--- src/rtl/pattern_tx.sv ---
// pattern_tx -- serial frame transmitter for the 1010 sequence-detector path.
//
// Accepts a DATA_W-bit payload through a start/ready handshake and sends one
// frame MSB-first on dout_o: sync pattern 1,0,1,0, then the payload bits, then
// GAP guard cycles of zeros. Every output is a register or a decode of
// registered state, so nothing depends combinationally on start_i or data_in_i.
//
// Ports
//   clk_i          rising-edge clock
//   rst_i          asynchronous active-high reset
//   start_i        frame request, honoured only while ready_o = 1
//   data_in_i      payload, captured on the edge that accepts start_i
//   ready_o        high in IDLE while rst_i is low
//   dout_o         registered serial bit stream
//   busy_o         high in SYNC, DATA and GAP
//   frame_done_o   one-cycle pulse in the first guard cycle
//   frame_cnt_o    completed frames, modulo 256
module pattern_tx #(
    parameter int DATA_W = 8,
    parameter int GAP    = 2
) (
    input  logic              clk_i,
    input  logic              rst_i,
    input  logic              start_i,
    input  logic [DATA_W-1:0] data_in_i,
    output logic              ready_o,
    output logic              dout_o,
    output logic              busy_o,
    output logic              frame_done_o,
    output logic [7:0]        frame_cnt_o
);

    // The counter spans sync position, payload position and guard cycles.
    localparam int MAX_A = (DATA_W > 4) ? DATA_W : 4;
    localparam int MAX_C = (GAP > MAX_A) ? GAP : MAX_A;
    localparam int CW    = $clog2(MAX_C);

    localparam logic [CW-1:0] CNT_ZERO  = CW'(0);
    localparam logic [CW-1:0] CNT_ONE   = CW'(1);
    localparam logic [CW-1:0] SYNC_LAST = CW'(3);
    localparam logic [CW-1:0] DATA_LAST = CW'(DATA_W - 1);
    localparam logic [CW-1:0] GAP_LAST  = CW'(GAP - 1);

    typedef enum logic [1:0] {
        ST_IDLE = 2'd0,
        ST_SYNC = 2'd1,
        ST_DATA = 2'd2,
        ST_GAP  = 2'd3
    } state_t;

    state_t            state_q, state_d;
    logic [CW-1:0]     cnt_q, cnt_d;
    logic [DATA_W-1:0] shift_q, shift_d;
    logic              dout_q, dout_d;
    logic              frame_done_q, frame_done_d;
    logic [7:0]        frame_cnt_q, frame_cnt_d;
    logic              accept_s;

    assign accept_s = (state_q == ST_IDLE) && start_i;

    // State register.
    always_ff @(posedge clk_i or posedge rst_i) begin
        if (rst_i) begin
            state_q <= ST_IDLE;
        end else begin
            state_q <= state_d;
        end
    end

    // Next-state logic: each phase ends when the counter reaches its last index.
    always_comb begin
        state_d = state_q;
        case (state_q)
            ST_IDLE: begin
                if (accept_s) state_d = ST_SYNC;
                else          state_d = ST_IDLE;
            end
            ST_SYNC: begin
                if (cnt_q == SYNC_LAST) state_d = ST_DATA;
                else                    state_d = ST_SYNC;
            end
            ST_DATA: begin
                if (cnt_q == DATA_LAST) state_d = ST_GAP;
                else                    state_d = ST_DATA;
            end
            ST_GAP: begin
                if (cnt_q == GAP_LAST) state_d = ST_IDLE;
                else                   state_d = ST_GAP;
            end
            default: state_d = ST_IDLE;
        endcase
    end

    // Output/datapath logic. dout_d is the bit for the *next* cycle, so the
    // registered dout_q shows the first sync bit one cycle after acceptance.
    always_comb begin
        cnt_d        = cnt_q;
        shift_d      = shift_q;
        dout_d       = 1'b0;
        frame_done_d = 1'b0;
        frame_cnt_d  = frame_cnt_q;
        case (state_q)
            ST_IDLE: begin
                if (accept_s) begin
                    shift_d = data_in_i;
                    cnt_d   = CNT_ZERO;
                    dout_d  = 1'b1;
                end else begin
                    cnt_d   = CNT_ZERO;
                end
            end
            ST_SYNC: begin
                if (cnt_q == SYNC_LAST) begin
                    cnt_d   = CNT_ZERO;
                    dout_d  = shift_q[DATA_W-1];
                    shift_d = shift_q << 1'b1;
                end else begin
                    cnt_d   = cnt_q + CNT_ONE;
                    // Sync bit at index k is ~k[0]; the next index is cnt_q+1.
                    dout_d  = cnt_q[0];
                end
            end
            ST_DATA: begin
                if (cnt_q == DATA_LAST) begin
                    cnt_d        = CNT_ZERO;
                    frame_done_d = 1'b1;
                    frame_cnt_d  = frame_cnt_q + 8'd1;
                end else begin
                    cnt_d   = cnt_q + CNT_ONE;
                    dout_d  = shift_q[DATA_W-1];
                    shift_d = shift_q << 1'b1;
                end
            end
            ST_GAP: begin
                if (cnt_q == GAP_LAST) cnt_d = CNT_ZERO;
                else                   cnt_d = cnt_q + CNT_ONE;
            end
            default: begin
                cnt_d = CNT_ZERO;
            end
        endcase
    end

    // Datapath and output registers.
    always_ff @(posedge clk_i or posedge rst_i) begin
        if (rst_i) begin
            cnt_q        <= CNT_ZERO;
            shift_q      <= '0;
            dout_q       <= 1'b0;
            frame_done_q <= 1'b0;
            frame_cnt_q  <= 8'd0;
        end else begin
            cnt_q        <= cnt_d;
            shift_q      <= shift_d;
            dout_q       <= dout_d;
            frame_done_q <= frame_done_d;
            frame_cnt_q  <= frame_cnt_d;
        end
    end

    assign dout_o       = dout_q;
    assign frame_done_o = frame_done_q;
    assign frame_cnt_o  = frame_cnt_q;
    assign busy_o       = (state_q != ST_IDLE);
    assign ready_o      = (state_q == ST_IDLE) && !rst_i;

endmodule

--- config.mk ---
export PLATFORM = sky130hd
export DESIGN_NAME = pattern_tx
export DESIGN_NICKNAME = d
export VERILOG_FILES = /design/src/rtl/pattern_tx.sv
export SDC_FILE = /design/constraint.sdc
export NUM_CORES = 1
export LEC_CHECK = 0
export ABC_CLOCK_PERIOD_IN_PS = 2700
export CAP_MARGIN = 10
export CORE_MARGIN = 10
export CORE_UTILIZATION = 55
export CTS_BUF_LIST = sky130_fd_sc_hd__clkbuf_16
export CTS_CLUSTER_SIZE = 28
export DETAILED_ROUTE_END_ITERATION = 16
export DONT_BUFFER_PORTS = 1
export PLACE_DENSITY = 0.7
export SKIP_LAST_GASP = 1
export SYNTH_ARGS = -nofsm -noshare
export SYNTH_HDL_FRONTEND = slang
export SYNTH_SLANG_ARGS = --single-unit
export TNS_END_PERCENT = 100
--- constraint.sdc ---
create_clock -name clk_i -period 2.7 [get_ports clk_i]
set_clock_uncertainty 0.1 [all_clocks]
set_input_delay 0.405 -clock clk_i [delete_from_list [all_inputs] [get_ports clk_i]]
set_output_delay 0.405 -clock clk_i [all_outputs]
set_load 0.01 [all_outputs]
* Word level (Yosys, flattened, before mapping)
Cells that the tools add are included.
** Storage, ports and cells
- Memory bits (read-only) :: 0
- Memories kept :: 0
- Bits in writable memories :: 0
- Latch bits :: 0
- Register bits after elaboration :: 23
** Cells by class
- Equal/unequal tests :: 9
- Shift operators :: 0
- Div/mod/pow operators :: 0
- Reductions and logical operators :: 8
- $add $sub $neg :: 2
- Multipliers :: 0
- Muxes and demuxes :: 19
- Bitwise operators :: 0
- Order comparisons :: 0
** Operator list (number)
- two-way mux 8 bit :: 3
- one-hot mux 8 bit (3 select lines) :: 1
- one-hot mux 3 bit (4 select lines) :: 1
- two-way mux 3 bit :: 3
- adder 8 x 1 -> 8 bit, second input constant :: 1
- one-hot mux 2 bit (4 select lines) :: 1
- two-way mux 1 bit :: 7
- inequality test 2 bit, second input constant :: 3
- == test 2 bit, second input constant :: 2
- two-way mux 2 bit :: 2
- AND reduction 4 bit :: 1
- adder 3 x 1 -> 3 bit, second input constant :: 1
- == test 3 x 1 -> 1 bit, second input constant :: 1
- == test 3 x 2 -> 1 bit, second input constant :: 1
- == test 3 bit, second input constant :: 1
- one-hot mux 1 bit (3 select lines) :: 1
- nonzero test 3 bit :: 1
- == test 2 x 1 -> 1 bit, second input constant :: 1
- logical AND 1 bit :: 2
- logical NOT 2 bit :: 1
- AND reduction 2 bit :: 1
- nonzero test 2 bit :: 1
- logical NOT 1 bit :: 1

* Longest topological paths before layout
Gate-level depths: netlist of run 1.
- Word-level depth :: 4
- Mapped depth :: 8
- Gate-level depth less buffers :: 6

* Least setup slack after synthesis of run 1
OpenSTA, ideal clock, no wires.
- Path type :: reg-to-reg
- Start :: register cnt_q[0]
- End :: register shift_q[1]
- Data required time :: 2.527 ns
- Slack :: 0.699 ns
- Stages on the path, launching flop included :: 9
- Data arrival time :: 1.828 ns
- Buffers on the path :: 2
- Path through :: dfrtp_1 -> ha_1 -> ha_1 -> and2_4 -> buf_6 -> a2111oi_4 -> buf_6 -> nor2_1 -> a21oi_2
** Between the ends
- Cells in the longest elaborated chain, start to end :: 3
- Elaborated cells on any way between the ends :: 5
- Those cells by class :: 4 x eq/ne; 1 x reduce/logical
** RTL lines
- start, declared :: line 52 : logic [CW-1:0] cnt_q, cnt_d;
- start signal, assigned :: line 153 : cnt_q <= cnt_d;
- == test 3 bit / == test 3 x 2 -> 1 bit (equally long branches) :: line 124, 113
- inequality test 2 bit (no line)
- AND reduction 4 bit (no line) (*)
- end signal, assigned :: line 154 : shift_q <= shift_d;
- end, declared :: line 53 : logic [DATA_W-1:0] shift_q, shift_d;
Every way passes the cells marked *; elsewhere a longest branch is shown, timed or not.
A chain may end at the register's enable or synchronous reset.

* Worst setup path in the final report of run 1
- Start :: register cnt_q[0]
- End :: register shift_q[5]
Same word-level chain as after synthesis.

==> results of run 1 <==
## cells in the mapped netlist (all sizes together)
library cell  instances  area (sq um)
dfrtp                23           576
ha                   14           175
nor2                 14          52.6
inv                  12          45.0
a21oi                11          62.6
mux2i                 7          70.1
nand2                 7          26.3
xnor2                 5          43.8
nand4                 4          25.0
buf                   3          26.3
a2111oi               2          36.3
mux2                  2          22.5
o21ai                 2          10.0
xor2                  2          17.5
a222oi                1          10.0
a2bb2oi               1          8.76
a31oi                 1          6.26
and2                  1          8.76
nand2b                1          6.26
nand3                 1          5.00
nand3b                1          7.51
nor2b                 1          6.26
nor3                  1          5.00
## where the power goes
part	internal [mW]	switching [mW]	leakage (nW)
combinational	0.178	0.242	0.283
clock	0.199	0.121	0.0409
sequential	0.431	0.0585	0.290
total	0.808	0.421	0.613
## metrics by stage
step                hold WS, ps  setup slack, ps  instances
floorplan                   307              699        117
global placement            385              811        143
detailed placement          407              770        143
CTS                         158              747        147
global route                194              608        147
finish                      113              760        147
## cell families (layout without fill, tap and decap cells)
| family | count (synthesis) | count (layout) | synth area share [%] |
|---|---|---|---|
| simple gates | 31 | 31 | 11.4 |
| xor+xnor | 7 | 7 | 4.90 |
| mux | 9 | 9 | 7.39 |
| buf+inv | 15 | 17 | 5.69 |
| fa+ha+maj | 14 | 14 | 14.0 |
| compound gates | 18 | 18 | 10.7 |
| flops | 23 | 23 | 46.0 |
## metal layers
layer  part of all wire, %  GRT usage (%)  wire (um)
met5                     0              0          0
met4                   2.9           6.92         69
met3                   4.9           3.31        114
met2                    50           19.7       1180
met1                    42           12.4        975
## worst paths after layout
check,startpoint,endpoint,slack [ps],cells after the start
worst min-delay path,rst_i,shift_q[6],110,1
worst min register to register,cnt_q[0],cnt_q[0],410,1
worst max-delay path,cnt_q[0],shift_q[5],760,7
worst max register to register,cnt_q[0],shift_q[5],760,7
max in group asynchronous,rst_i,frame_cnt_o[3],1850,1
min in group clk_i,data_in_i[0],shift_q[0],200,2
## registers in the layout, summed over array words and instances (netlist names)
name / cells
cnt_q: 3
dout_o: 1
frame_cnt_o: 8
frame_done_o: 1
shift_q: 8
state_q: 2
## final cells by class
type | count | area, sq um | area share (%)
Clock buffer | 3 | 75.1 | 5.57
Clock inverter | 1 | 5.00 | 0.371
Inverter | 12 | 45.0 | 3.34
Multi-Input combinational cell | 79 | 606 | 44.9
Sequential cell | 23 | 576 | 42.7
Tap cell | 28 | 35.0 | 2.60
Timing Repair Buffer | 1 | 7.51 | 0.557
==> key figures, run 1 <==
Timing
  – Actual slew at the worst max-slew pin: 864 ps
  – Slew Viols, Final: 0
  – Post-layout min period: 1940 ps
  – Final period util: 71.8%
  – Final setup viols: 0
  – Final hold vios: 0
  – Achievable Freq: 0.516 GHz
  – Slew headroom: 42.3%
  – Sum Neg Setup Slack: 0 ps
  – RSZ-0062 raised after global routing: false

Yosys
  – Synthesized flop and latch total: 23
  – Mapped cell area: 1250 sq um
  – Unique cell type count in the Yosys netlist: 26
  – YS warnings: 0
  – Cells after Synth: 117
  – Syn_nets: 142
  – Seq/Total Area, Yosys: 46.0%
  – Synthesized area per cell: 10.7 sq um

Die
  – DIE HEIGHT: 67.7 um
  – Ports: 23
  – FP Rows: 17
  – DIE AREA: 4590 sq um
  – Die X: 67.7 um
  – Initial core utilization: 57.2%
  – Core Region: 2190 sq um

GRT
  – Vias in the first global route: 883
  – Global Route Usage Sum: 11.6%
  – First-pass GRT wire length: 4040 um
  – Remaining Overflow, GRT: 0
  – Initial antenna violation count: 0
  – Largest net degree at the start of global routing: 24

Route
  – Iter 0 DRT Violations: 20
  – Drt total wl: 2340 um
  – Vias: 794
  – DR vias/cell: 5.40
  – Final ANT Viol Nets: 0
  – Pre-Repair DR Iteration Count: 4
  – DRC Markers: 0
  – WL/cell: 15.9 um

Clocking
  – Hold_buf cts: 0
  – Root buf cell: clkbuf_16
  – Worst-path clk slew: 60 ps
  – Post-CTS Setup Inserts: 0
  – Gates resized, CTS repair: 0
  – Clk Latency, worst-skew pair: 260 ps
  – Clock Path Buffers: 2
  – Number of CTS-inserted buffers: 3
  – CTS tree: yes
  – CTS Sinks: 23
  – Htree depth: 1

Placed design
  – RD Place Congestion: 0.792
  – Port bufs: 0
  – DP Area: 1270 sq um
  – Dpl hpwl: 1800 um

Worst setup path
  – Max incr delay on CP: 410 ps
  – Critical path class: reg2reg
  – CP Capture Type: flop
  – CP max stage cell: dfrtp_1
  – Worst path arrival time: 2030 ps
  – CP Cell Sequence: ha_1, ha_1, and2_4, a2111oi_4, buf_4, nor2_1, a21oi_1
  – Most frequent CP cell: ha_1
  – Crit path buf inv count: 1
  – Crit Path Max Fanout: 16
  – CP required: 2790 ps
  – Crit path max-delay family: adder cells
  – Worst setup SP type: flop

Finish
  – Antenna Cells: 0
  – Design area: 1350 sq um
  – Area growth from synthesis to layout: 7.69%
  – Nets@finish: 145
  – Most frequent cells in the layout: 23 x dfrtp_1, 14 x nor2_1, 14 x ha_1, 12 x inv_1, 9 x a21oi_1
  – Util after Layout: 61.6%
  – Commonest non-fill, non-tap cell in the layout: dfrtp_1
  – Fill count: 195
  – Share of layout cells above drive strength 1: 9.24%

Pwr
  – Pwr Density: 911 nW/um^2
  – Peak VDD IR: 0.000538 V
  – Overall power: 1.23 mW
  – P_leak: 0.613 nW

Flow run
  – # Max-Cap Violations: 0

Run status
  – Run status: complete, no violations

Worst hold path
  – Worst Hold Class: in2async
Power figures use the tool's default switching activity.
==> run 2: changes to the inputs <==
--- a/config.mk
+++ b/config.mk
@@ -5,7 +5,7 @@
 export SDC_FILE = /design/constraint.sdc
 export NUM_CORES = 1
 export LEC_CHECK = 0
-export ABC_CLOCK_PERIOD_IN_PS = 2700
+export ABC_CLOCK_PERIOD_IN_PS = 1600
 export CAP_MARGIN = 10
 export CORE_MARGIN = 10
 export CORE_UTILIZATION = 55
@@ -13,7 +13,7 @@
 export CTS_CLUSTER_SIZE = 28
 export DETAILED_ROUTE_END_ITERATION = 16
 export DONT_BUFFER_PORTS = 1
-export PLACE_DENSITY = 0.7
+export PLACE_DENSITY = 0.73
 export SKIP_LAST_GASP = 1
 export SYNTH_ARGS = -nofsm -noshare
 export SYNTH_HDL_FRONTEND = slang
==> constraint.sdc (replaced) <==
create_clock -name clk_i -period 1.6 [get_ports clk_i]
set_clock_uncertainty 0.1 [all_clocks]
set_input_delay 0.24 -clock clk_i [delete_from_list [all_inputs] [get_ports clk_i]]
set_output_delay 0.24 -clock clk_i [all_outputs]
set_load 0.01 [all_outputs]
==> key figures, run 2 (same netlist as run 1, synthesis figures left out) <==
GRT
  – Global Route Usage Sum: 13.5%
  – Largest net degree at the start of global routing: 24
  – Vias in the first global route: 972
  – Initial antenna violation count: 0
  – Remaining Overflow, GRT: 0
  – First-pass GRT wire length: 4740 um

Die
  – DIE AREA: 4590 sq um
  – Core Region: 2190 sq um
  – FP Rows: 17
  – DIE HEIGHT: 67.7 um
  – Ports: 23
  – Die X: 67.7 um
  – Initial core utilization: 57.2%

Placed design
  – Port bufs: 0
  – DP Area: 1430 sq um
  – Dpl hpwl: 2040 um
  – RD Place Congestion: 0.856
  – Inst Count DP: 159

Timing
  – Slew Viols, Final: 0
  – Final hold vios: 0
  – RSZ-0062 raised after global routing: true
  – Worst setup margin: -174 ps
  – Post-layout min period: 1770 ps
  – Achievable Freq: 0.564 GHz
  – Slew headroom: 75.1%
  – Final setup viols: 13
  – Sum Neg Setup Slack: -1590 ps
  – Actual slew at the worst max-slew pin: 364 ps
  – Final period util: 111%

Worst setup path
  – R2R depth: 6
  – CP endpoint: shift_q[6]
  – Worst path arrival time: 1820 ps
  – CP startpoint: cnt_q[1]
  – Critical path class: reg2reg
  – CP Capture Type: flop
  – Worst setup SP type: flop
  – R2R Setup Slk: -170 ps
  – Worst reg2reg startpoint: cnt_q[1]
  – Crit Path Max Fanout: 8
  – RR Endpoint: shift_q[6]
  – CP required: 1640 ps

Route
  – Iter 0 DRT Violations: 61
  – WL/cell: 18.3 um
  – DRC Markers: 0
  – Final ANT Viol Nets: 0
  – Vias: 958
  – Pre-Repair DR Iteration Count: 6
  – Drt total wl: 3120 um
  – DR vias/cell: 5.60

Pwr
  – Peak VDD IR: 0.00124 V
  – P_leak: 0.737 nW
  – Pwr Density: 1520 nW/um^2
  – Overall power: 2.48 mW

Finish
  – Nets@finish: 169
  – Design area: 1630 sq um
  – Commonest non-fill, non-tap cell in the layout: dfrtp_1
  – Area growth from synthesis to layout: 30.3%
  – Most frequent cells in the layout: 23 x dfrtp_1, 22 x buf_4, 10 x nor2_1, 9 x inv_1, 8 x a21oi_1
  – Antenna Cells: 0
  – Fill count: 142
  – Non-Filler Instances: 171
  – Share of layout cells above drive strength 1: 35.7%
  – Util after Layout: 74.5%

Clocking
  – CTS Sinks: 23
  – Htree depth: 1
  – Clk Latency, worst-skew pair: 260 ps
  – Number of CTS-inserted buffers: 3
  – Clock Path Buffers: 2
  – Root buf cell: clkbuf_16
  – Worst-path clk slew: 60 ps
  – CTS tree: yes

Run status
  – Run status: finished with violations
  – Failing checks: setup timing

Worst hold path
  – Worst Hold Class: in2reg

Flow run
  – # Max-Cap Violations: 0
[run 2: timing repair]
action,4_1_cts,5_1_grt
setup endpoints to repair,13,18
resized for setup,10,6
pin swaps,2,2
cloned,1,0
setup buffers,5,2
hold buffers,1,0
hold endpoints to repair,23,0
[run 2: area by class of cell]
type | instances | area, sq um | share of cell area (%)
tap | 28 | 35.0 | 2.15
inverter | 12 | 45.0 | 2.76
clock inverter | 1 | 5.00 | 0.307
sequential | 23 | 576 | 35.3
multi-input combinational | 79 | 677 | 41.5
timing repair buffer | 25 | 219 | 13.4
clock buffer | 3 | 75.1 | 4.60
[run 2: report_power, final]
part	leakage (nW)	switching (mW)	internal, mW	total [mW]
Sequential	0.290	0.115	0.727	0.842
Clock	0.0409	0.205	0.336	0.541
Combinational	0.406	0.524	0.573	1.10
Total	0.737	0.844	1.64	2.48
[run 2: metal layers]
layer / GRT usage, % / up-vias / share of wire (%)
li1: - / 447 / -
met1: 15.7 / 468 / 40
met2: 22.3 / 34 / 53
met3: 3.97 / 9 / 5.1
met4: 6.41 / 0 / 2.4
met5: 0 / - / 0
[run 2: worst min path at each step]
stage            startpoint             end  slack, ps  cells past startpoint
2_1_floorplan         rst_i        cnt_q[0]        140                      1
3_3_place_gp          rst_i  frame_cnt_o[2]         80                      2
3_5_place_dp          rst_i  frame_cnt_o[3]         90                      2
4_1_cts        data_in_i[0]      shift_q[0]         30                      2
5_1_grt        data_in_i[0]      shift_q[0]         40                      2
6_report       data_in_i[0]      shift_q[0]         20                      2
[run 2: stage by stage]
stage	hold slack (ps)	setup slack, ps
after floorplan	142	-218
after detailed placement	90.2	-112
after global routing	40.2	-251
after CTS	26.2	-124
after global placement	80.1	-45.7
final	22.7	-174
[run 2: worst max-delay path, stage by stage, from the launching register on]
cell and delay [ps]:
dfrtp_1 410, ha_4 200, ha_4 160, and2_4 150, a2111oi_4 250, bufbuf_16 330, a21oi_1 60
